## src/rtl/sumador_serie_if.sv

```systemverilog
// rtl/sumador_serie_if.sv - start/busy/done operand and result bundle for the bit-serial adder
interface sumador_serie_if #(
  parameter int WIDTH = 8
);
  // request side: captured by the adder on the accepting edge
  logic             start;
  logic             mode;
  logic [WIDTH-1:0] a;
  logic [WIDTH-1:0] b;
  logic             cin;

  // response side: sum/cout/overflow move only on completion
  logic             busy;
  logic             done;
  logic [WIDTH-1:0] sum;
  logic             cout;
  logic             overflow;

  modport master (
    output start, mode, a, b, cin,
    input  busy, done, sum, cout, overflow
  );

  modport slave (
    input  start, mode, a, b, cin,
    output busy, done, sum, cout, overflow
  );
endinterface

```

## src/rtl/sumador_serie.sv

```systemverilog
// rtl/sumador_serie.sv - bit-serial adder/subtractor, one full-adder cell and a carry flop, LSB first
module sumador_serie #(
  parameter int WIDTH = 8
) (
  input  logic           clk,
  input  logic           rst_n,
  sumador_serie_if.slave bus
);

  // one counter bit minimum so WIDTH=1 still has a legal vector
  localparam int CW = (WIDTH > 1) ? $clog2(WIDTH) : 1;
  localparam logic [CW-1:0] LAST_BIT = CW'(WIDTH - 1);

  typedef enum logic {
    IDLE  = 1'b0,
    SHIFT = 1'b1
  } state_t;

  state_t           state_q, state_d;
  logic [WIDTH-1:0] sa_q, sa_d;
  logic [WIDTH-1:0] sb_q, sb_d;
  logic [WIDTH-1:0] res_q, res_d;
  logic [CW-1:0]    cnt_q, cnt_d;
  logic             c_q, c_d;
  logic [WIDTH-1:0] sum_q, sum_d;
  logic             cout_q, cout_d;
  logic             ovf_q, ovf_d;
  logic             done_q, done_d;

  // the single full-adder cell fed by the operand LSBs and the carry flop
  logic             fa_s;
  logic             fa_c;
  // new bit enters at the MSB end; the concat keeps the slice legal when WIDTH=1
  logic [WIDTH:0]   res_cat;
  logic [WIDTH-1:0] res_next;

  assign fa_s     = sa_q[0] ^ sb_q[0] ^ c_q;
  assign fa_c     = (sa_q[0] & sb_q[0]) | (sa_q[0] & c_q) | (sb_q[0] & c_q);
  assign res_cat  = {fa_s, res_q};
  assign res_next = res_cat[WIDTH:1];

  // state and datapath registers; reset clears everything so outputs read zero
  always_ff @(posedge clk) begin
    if (!rst_n) begin
      state_q <= IDLE;
      sa_q    <= '0;
      sb_q    <= '0;
      res_q   <= '0;
      cnt_q   <= '0;
      c_q     <= 1'b0;
      sum_q   <= '0;
      cout_q  <= 1'b0;
      ovf_q   <= 1'b0;
      done_q  <= 1'b0;
    end else begin
      state_q <= state_d;
      sa_q    <= sa_d;
      sb_q    <= sb_d;
      res_q   <= res_d;
      cnt_q   <= cnt_d;
      c_q     <= c_d;
      sum_q   <= sum_d;
      cout_q  <= cout_d;
      ovf_q   <= ovf_d;
      done_q  <= done_d;
    end
  end

  // next-state: load operands on accept, then one bit per edge until the MSB is done
  always_comb begin
    state_d = state_q;
    sa_d    = sa_q;
    sb_d    = sb_q;
    res_d   = res_q;
    cnt_d   = cnt_q;
    c_d     = c_q;
    sum_d   = sum_q;
    cout_d  = cout_q;
    ovf_d   = ovf_q;
    done_d  = 1'b0;

    case (state_q)
      IDLE: begin
        if (bus.start) begin
          // subtract is a + ~b + ~borrow, so invert B and the incoming carry here
          sa_d    = bus.a;
          sb_d    = bus.mode ? ~bus.b : bus.b;
          c_d     = bus.mode ? ~bus.cin : bus.cin;
          cnt_d   = '0;
          state_d = SHIFT;
        end
      end
      SHIFT: begin
        sa_d  = sa_q >> 1;
        sb_d  = sb_q >> 1;
        res_d = res_next;
        c_d   = fa_c;
        cnt_d = cnt_q + CW'(1);
        if (cnt_q == LAST_BIT) begin
          // c_q is the carry into the MSB, fa_c the carry out of it
          sum_d   = res_next;
          cout_d  = fa_c;
          ovf_d   = c_q ^ fa_c;
          done_d  = 1'b1;
          state_d = IDLE;
        end
      end
      default: state_d = IDLE;
    endcase
  end

  assign bus.busy     = (state_q == SHIFT);
  assign bus.done     = done_q;
  assign bus.sum      = sum_q;
  assign bus.cout     = cout_q;
  assign bus.overflow = ovf_q;

endmodule

```

## src/flat_wrapper.sv

```systemverilog
// flat-port wrapper written by rule: the top's interface ports become plain ports
module sumador_serie_flat 
#(
  parameter int WIDTH = 8
)
  (clk, rst_n, bus_start, bus_mode, bus_a, bus_b, bus_cin, bus_busy, bus_done, bus_sum, bus_cout, bus_overflow);
  sumador_serie_if #(.WIDTH(WIDTH)) bus_i ();
  input  logic clk;
  input  logic rst_n;
  input wire logic [$bits(bus_i.start)-1:0] bus_start;
  input wire logic [$bits(bus_i.mode)-1:0] bus_mode;
  input wire logic [$bits(bus_i.a)-1:0] bus_a;
  input wire logic [$bits(bus_i.b)-1:0] bus_b;
  input wire logic [$bits(bus_i.cin)-1:0] bus_cin;
  output wire logic [$bits(bus_i.busy)-1:0] bus_busy;
  output wire logic [$bits(bus_i.done)-1:0] bus_done;
  output wire logic [$bits(bus_i.sum)-1:0] bus_sum;
  output wire logic [$bits(bus_i.cout)-1:0] bus_cout;
  output wire logic [$bits(bus_i.overflow)-1:0] bus_overflow;
  assign bus_i.start = bus_start;
  assign bus_i.mode = bus_mode;
  assign bus_i.a = bus_a;
  assign bus_i.b = bus_b;
  assign bus_i.cin = bus_cin;
  assign bus_busy = bus_i.busy;
  assign bus_done = bus_i.done;
  assign bus_sum = bus_i.sum;
  assign bus_cout = bus_i.cout;
  assign bus_overflow = bus_i.overflow;
  sumador_serie #(.WIDTH(WIDTH)) u_core (.clk(clk), .rst_n(rst_n), .bus(bus_i));
endmodule
```

## config.mk

```make
export PLATFORM = sky130hd
export DESIGN_NAME = sumador_serie_flat
export DESIGN_NICKNAME = d
export VERILOG_FILES = /design/src/rtl/sumador_serie_if.sv /design/src/rtl/sumador_serie.sv /design/src/flat_wrapper.sv
export SDC_FILE = /design/constraint.sdc
export NUM_CORES = 1
export LEC_CHECK = 0
export ABC_AREA = 1
export CAP_MARGIN = 20
export CORE_MARGIN = 1
export CORE_UTILIZATION = 44
export CTS_CLUSTER_DIAMETER = 30
export DETAILED_ROUTE_END_ITERATION = 8
export DONT_BUFFER_PORTS = 1
export GPL_ROUTABILITY_DRIVEN = 0
export SLEW_MARGIN = 20
export SYNTH_ARGS = -nofsm -noshare
export SYNTH_HDL_FRONTEND = slang
export SYNTH_SLANG_ARGS = --single-unit
```

## constraint.sdc

```tcl
create_clock -name clk -period 1.44 [get_ports clk]
set_input_delay 0.072 -clock clk [delete_from_list [all_inputs] [get_ports clk]]
set_output_delay 0.072 -clock clk [all_outputs]
set_load 0.05 [all_outputs]
```

[After elaboration in Yosys (flattened, before gate mapping)]
Cells that the tools add are included.
Storage, ports and cells
  register bits: 40
  bits of input ports: 21
  output and inout port bits: 12
Cells by class
  eq/ne operators: 2
  reductions and logical operators: 2
  add/sub/neg operators: 1
  muxes and demuxes: 14
  bitwise operators: 11
Operator list (count)
  $pmux 8 s2: 2
  $mux 8: 3
  $not 8->8: 1
  $pmux 3 s2: 1
  $mux 1: 5
  $pmux 1 s2: 2
  $reduce_and 2->1: 2
  $add 3x1->3 const B: 1
  $and 1x1->1: 3
  $eq 3x3->1 const B: 1
  $mux 3: 1
  $xor 1x1->1: 3
  $ne 2x2->1 const B: 1
  $not 1->1: 2
  $or 1x1->1: 2

[Logic depth before layout (Yosys ltp)]
  depth after elaboration: 4
  gate-level depth with buffers: 7
  gate-level depth less buffers: 6

[Worst setup path after synthesis]
OpenSTA, ideal clock, no wires.
  path type: register to register
  from: reg u_core.state_q, in the netlist u_core.bus.busy
  to: reg u_core.sb_q[3]
  stages on the path, launching flop included: 6
  clock period less this slack: 1310 ps
  library setup time: 120 ps
  path buffers: 2
  setup slack: 130 ps
  arrival time: 1190 ps
  cell sequence: dfxtp_1 > buf_6 > nor2_2 > buf_4 > a21oi_1 > a21oi_1
Between the ends
  longest elaborated chain between the ends: 2
  elaborated cells between the ends (all ways): 3
  those cells by class: eq/ne: 1; mux: 1; bitwise: 1
RTL lines
  start, declared: RTL line sumador_serie.sv:19  | state_t state_q, state_d;
  start signal, assigned: RTL line sumador_serie.sv:56  | state_q <= state_d;
  $not 1->1: RTL line sumador_serie.sv:82  | case (state_q)
  $pmux 8 s2 / $ne 2x2->1 (equally long branches)
  end signal, assigned: RTL line sumador_serie.sv:47  | sb_q <= '0;
  end signal, assigned: RTL line sumador_serie.sv:58  | sb_q <= sb_d;
  end, declared: RTL line sumador_serie.sv:21  | logic [WIDTH-1:0] sb_q, sb_d;
Several ways; a longest one is shown, not always the timed one.
A chain may end at the register's enable or synchronous reset.

==> results.txt <==
Top FF cell, synth: dfxtp_1
Final Critical Period: 1.320 ns
Hold Path Class: in2reg
Lkg Pwr: 0.001015 uW
Starting Density: 46.13%
DRT iter0 DRCs: 124
final WL: 3.398 mm
post-synthesis mux area share: 0%
vias per cell: 4.719
CP startpoint: u_core.bus.busy
Post-synth EDFFs: 0
largest net degree at the start of global routing: 28
r2r startpoint: u_core.bus.busy
share of cells above drive strength 1: 10.47%
drt pass-1 iters: 5
vias in the first global route: 1,281
Req. time, crit path: 1.62 ns
Yosys top cell by area: dfxtp_1
initial antenna violation count: 0
Synth Area in XOR/XNOR: 0.5147%
GRT Total Usage: 18.20%
number of library cell types mapped by synthesis: 17
Reg2Reg Setup Slack: 0.12 ns
FMAX: 757.6 MHz
Synth Register Bits: 39
synthesis-to-layout area growth: 21.40%
HPWL Detailed: 2.196 mm
WL per Instance: 11.10 microns
ranking of synthesized cells by area: dfxtp_1, nand2_1, nand3_1, a21oi_1, inv_1
Async S/R FF share, synth: 0%
num ports: 33
Worst Setup Start Kind: register
first-pass GRT wire length: 5.664 mm
Core Box Area: 0.003689 sq mm
WHS Endpoint: u_core.bus.done
synthesis warning total: 0
simple-gate area share of the yosys netlist: 25.88%
die width: 64.19 microns
worst-margin pin slew: 0.7944 ns
diodes inserted: 0
Hold Path Cell Cnt: 2
status: finished clean
syn_nets: 258
FP Rows: 22
Adder-Cell Fraction of Synth Area: 2.647%
Worst Path Arrival: 1.50 ns
pwr/cell area: 1129 mW/mm^2
Worst-path clk slew: 0.08 ns
CTS tree: yes
Compound-Gate Fraction of Synth Area: 12.35%
gr ovfl total: 0
Total Neg Setup Slack: 0 ns
hold_sp: rst_n
Reg2Reg Depth: 3
post-placement cell count: 284
crit end category: register
fillers: 362
Rel. slew slack: 46.87%
die height: 64.19 microns
largest family of logic cells by synthesized area: simple AND/OR/NAND/NOR gates
die area: 0.004120 sq mm
via count: 1,444
CP Max Fanout: 15
top cells by count, synth: nand2_1, dfxtp_1, nand3_1
final slew viol count: 0
Mean Syn Cell Area: 7.272 sq um
Multi-input gate area: 704.4 sq um
Worst R2R End: u_core.res_q[2]
Max-cap violations: 0
Power Total: 2333 uW
Skew-Pair Late Insertion Delay: 0.29 ns
crit share post-route: 91.66%
CTS Root Cell: clkbuf_8
Crit Path Class: reg2reg
Layout Nets: 281
clock buffer depth: 2
Final Skew: 0.006602 ns
VDD IR-drop max: 0.0006128 V
Buffers on Ports: 0
RSZ-0062 raised after global routing: no
Post-Layout Cell Count: 306
DRT antenna net count: 0
proportion of synthesized chip area in sequential cells: 45.88%
Fin. Hold Viols: 0
end-of-flow core utilization: 56.00%
Post-Syn Instances: 234
Sink Count: 39
register area: 784.5 sq um
final setup fails: 0
most common cell in the synthesized netlist: nand2_1
area share of the largest cell type after synthesis: 45.88%
total CTS buffers: 5
Cell Area, Synth: 0.001702 sq mm
drt drc: 0
htree depth: 2
-- layout by cell type, fill, tap and decap left out, types with 2 or more instances in the layout --
cell           instances
inv_1                 33
nand3_1               34
buf_4                 14
dfxtp_1               38
ha_1                   2
a21oi_1               28
o21ai_0               14
nand2_1               62
clkbuf_8               6
nor2_1                 3
dlygate4sd3_1         13
-- registers in the layout, indices dropped and copies added (netlist names), 3 cells and up --
| register | count |
|---|---|
| u_core.bus.sum | 8 |
| u_core.sa_q | 8 |
| u_core.sb_q | 8 |
| u_core.res_q | 7 |
| u_core.cnt_q | 3 |
-- metal layers --
metal  routed length, microns  track usage [%]  vias up
met5                        0                0        -
met4                       61            7.500        0
met3                      184            6.607        6
met2                     1576            29.79       32
met1                     1576            21.42      621
li1                         -                -      785
-- timing repair --
| item | CTS | global route |
|---|---|---|
| setup buffers | 0 | 0 |
| hold buffers | 13 | 1 |
| endpoints found under the hold margin | 36 | 23 |
| endpoints found under the setup margin | 0 | 3 |
| resized for setup | 0 | 2 |
-- where the power goes --
part           switching, uW  internal [uW]  leakage, uW  total (uW)
combinational            132            104     0.000635         236
clock                    375            560    0.0000612         936
sequential              33.2           1130     0.000319        1160
-- stage by stage --
stage | setup WS (ns) | hold WS [ns] | instance area [sq um]
floorplan | 0.1300 | 0.2148 | 1702
global placement | 0.1940 | 0.1728 | 1803
detailed placement | 0.1740 | 0.1770 | 1803
CTS | 0.03365 | -0.1356 | 2051
global route | 0.001112 | 0.008090 | 2066
finish | 0.1200 | 0.00002906 | 2066
-- critical path, stage by stage (launching register included) --
cell and delay [ns]:
dfxtp_4 0.41, o21ai_0 0.18, dlygate4sd3_1 0.58, a21oi_1 0.04
-- worst max path at each step --
stage / end / slack [ns]
3_3_place_gp: u_core.c_q / 0.19
6_report: u_core.res_q[2] / 0.12
2_1_floorplan: u_core.sb_q[3] / 0.13
5_1_grt: u_core.bus.sum[4] / 0.001
4_1_cts: u_core.res_q[3] / 0.03
3_5_place_dp: u_core.bus.sum[1] / 0.17
-- logic make-up after synthesis --
family                   count (synthesis)
flip-flops                              39
AO/OA/AOI/OAI                           42
adder cells (fa/ha/maj)                  3
XOR/XNOR                                 1
buffers and inverters                   48
AND/OR/NAND/NOR                        101
-- area by class of cell --
| cell class | instances | area share (%) |
|---|---|---|
| Clock inverter | 2 | 1.696 |
| Sequential cell | 39 | 37.98 |
| Timing Repair Buffer | 29 | 12.96 |
| Inverter | 35 | 6.360 |
| Tap cell | 48 | 2.907 |
| Multi-Input combinational cell | 147 | 34.10 |
| Clock buffer | 6 | 3.998 |
(Power assumes the default switching activity.)
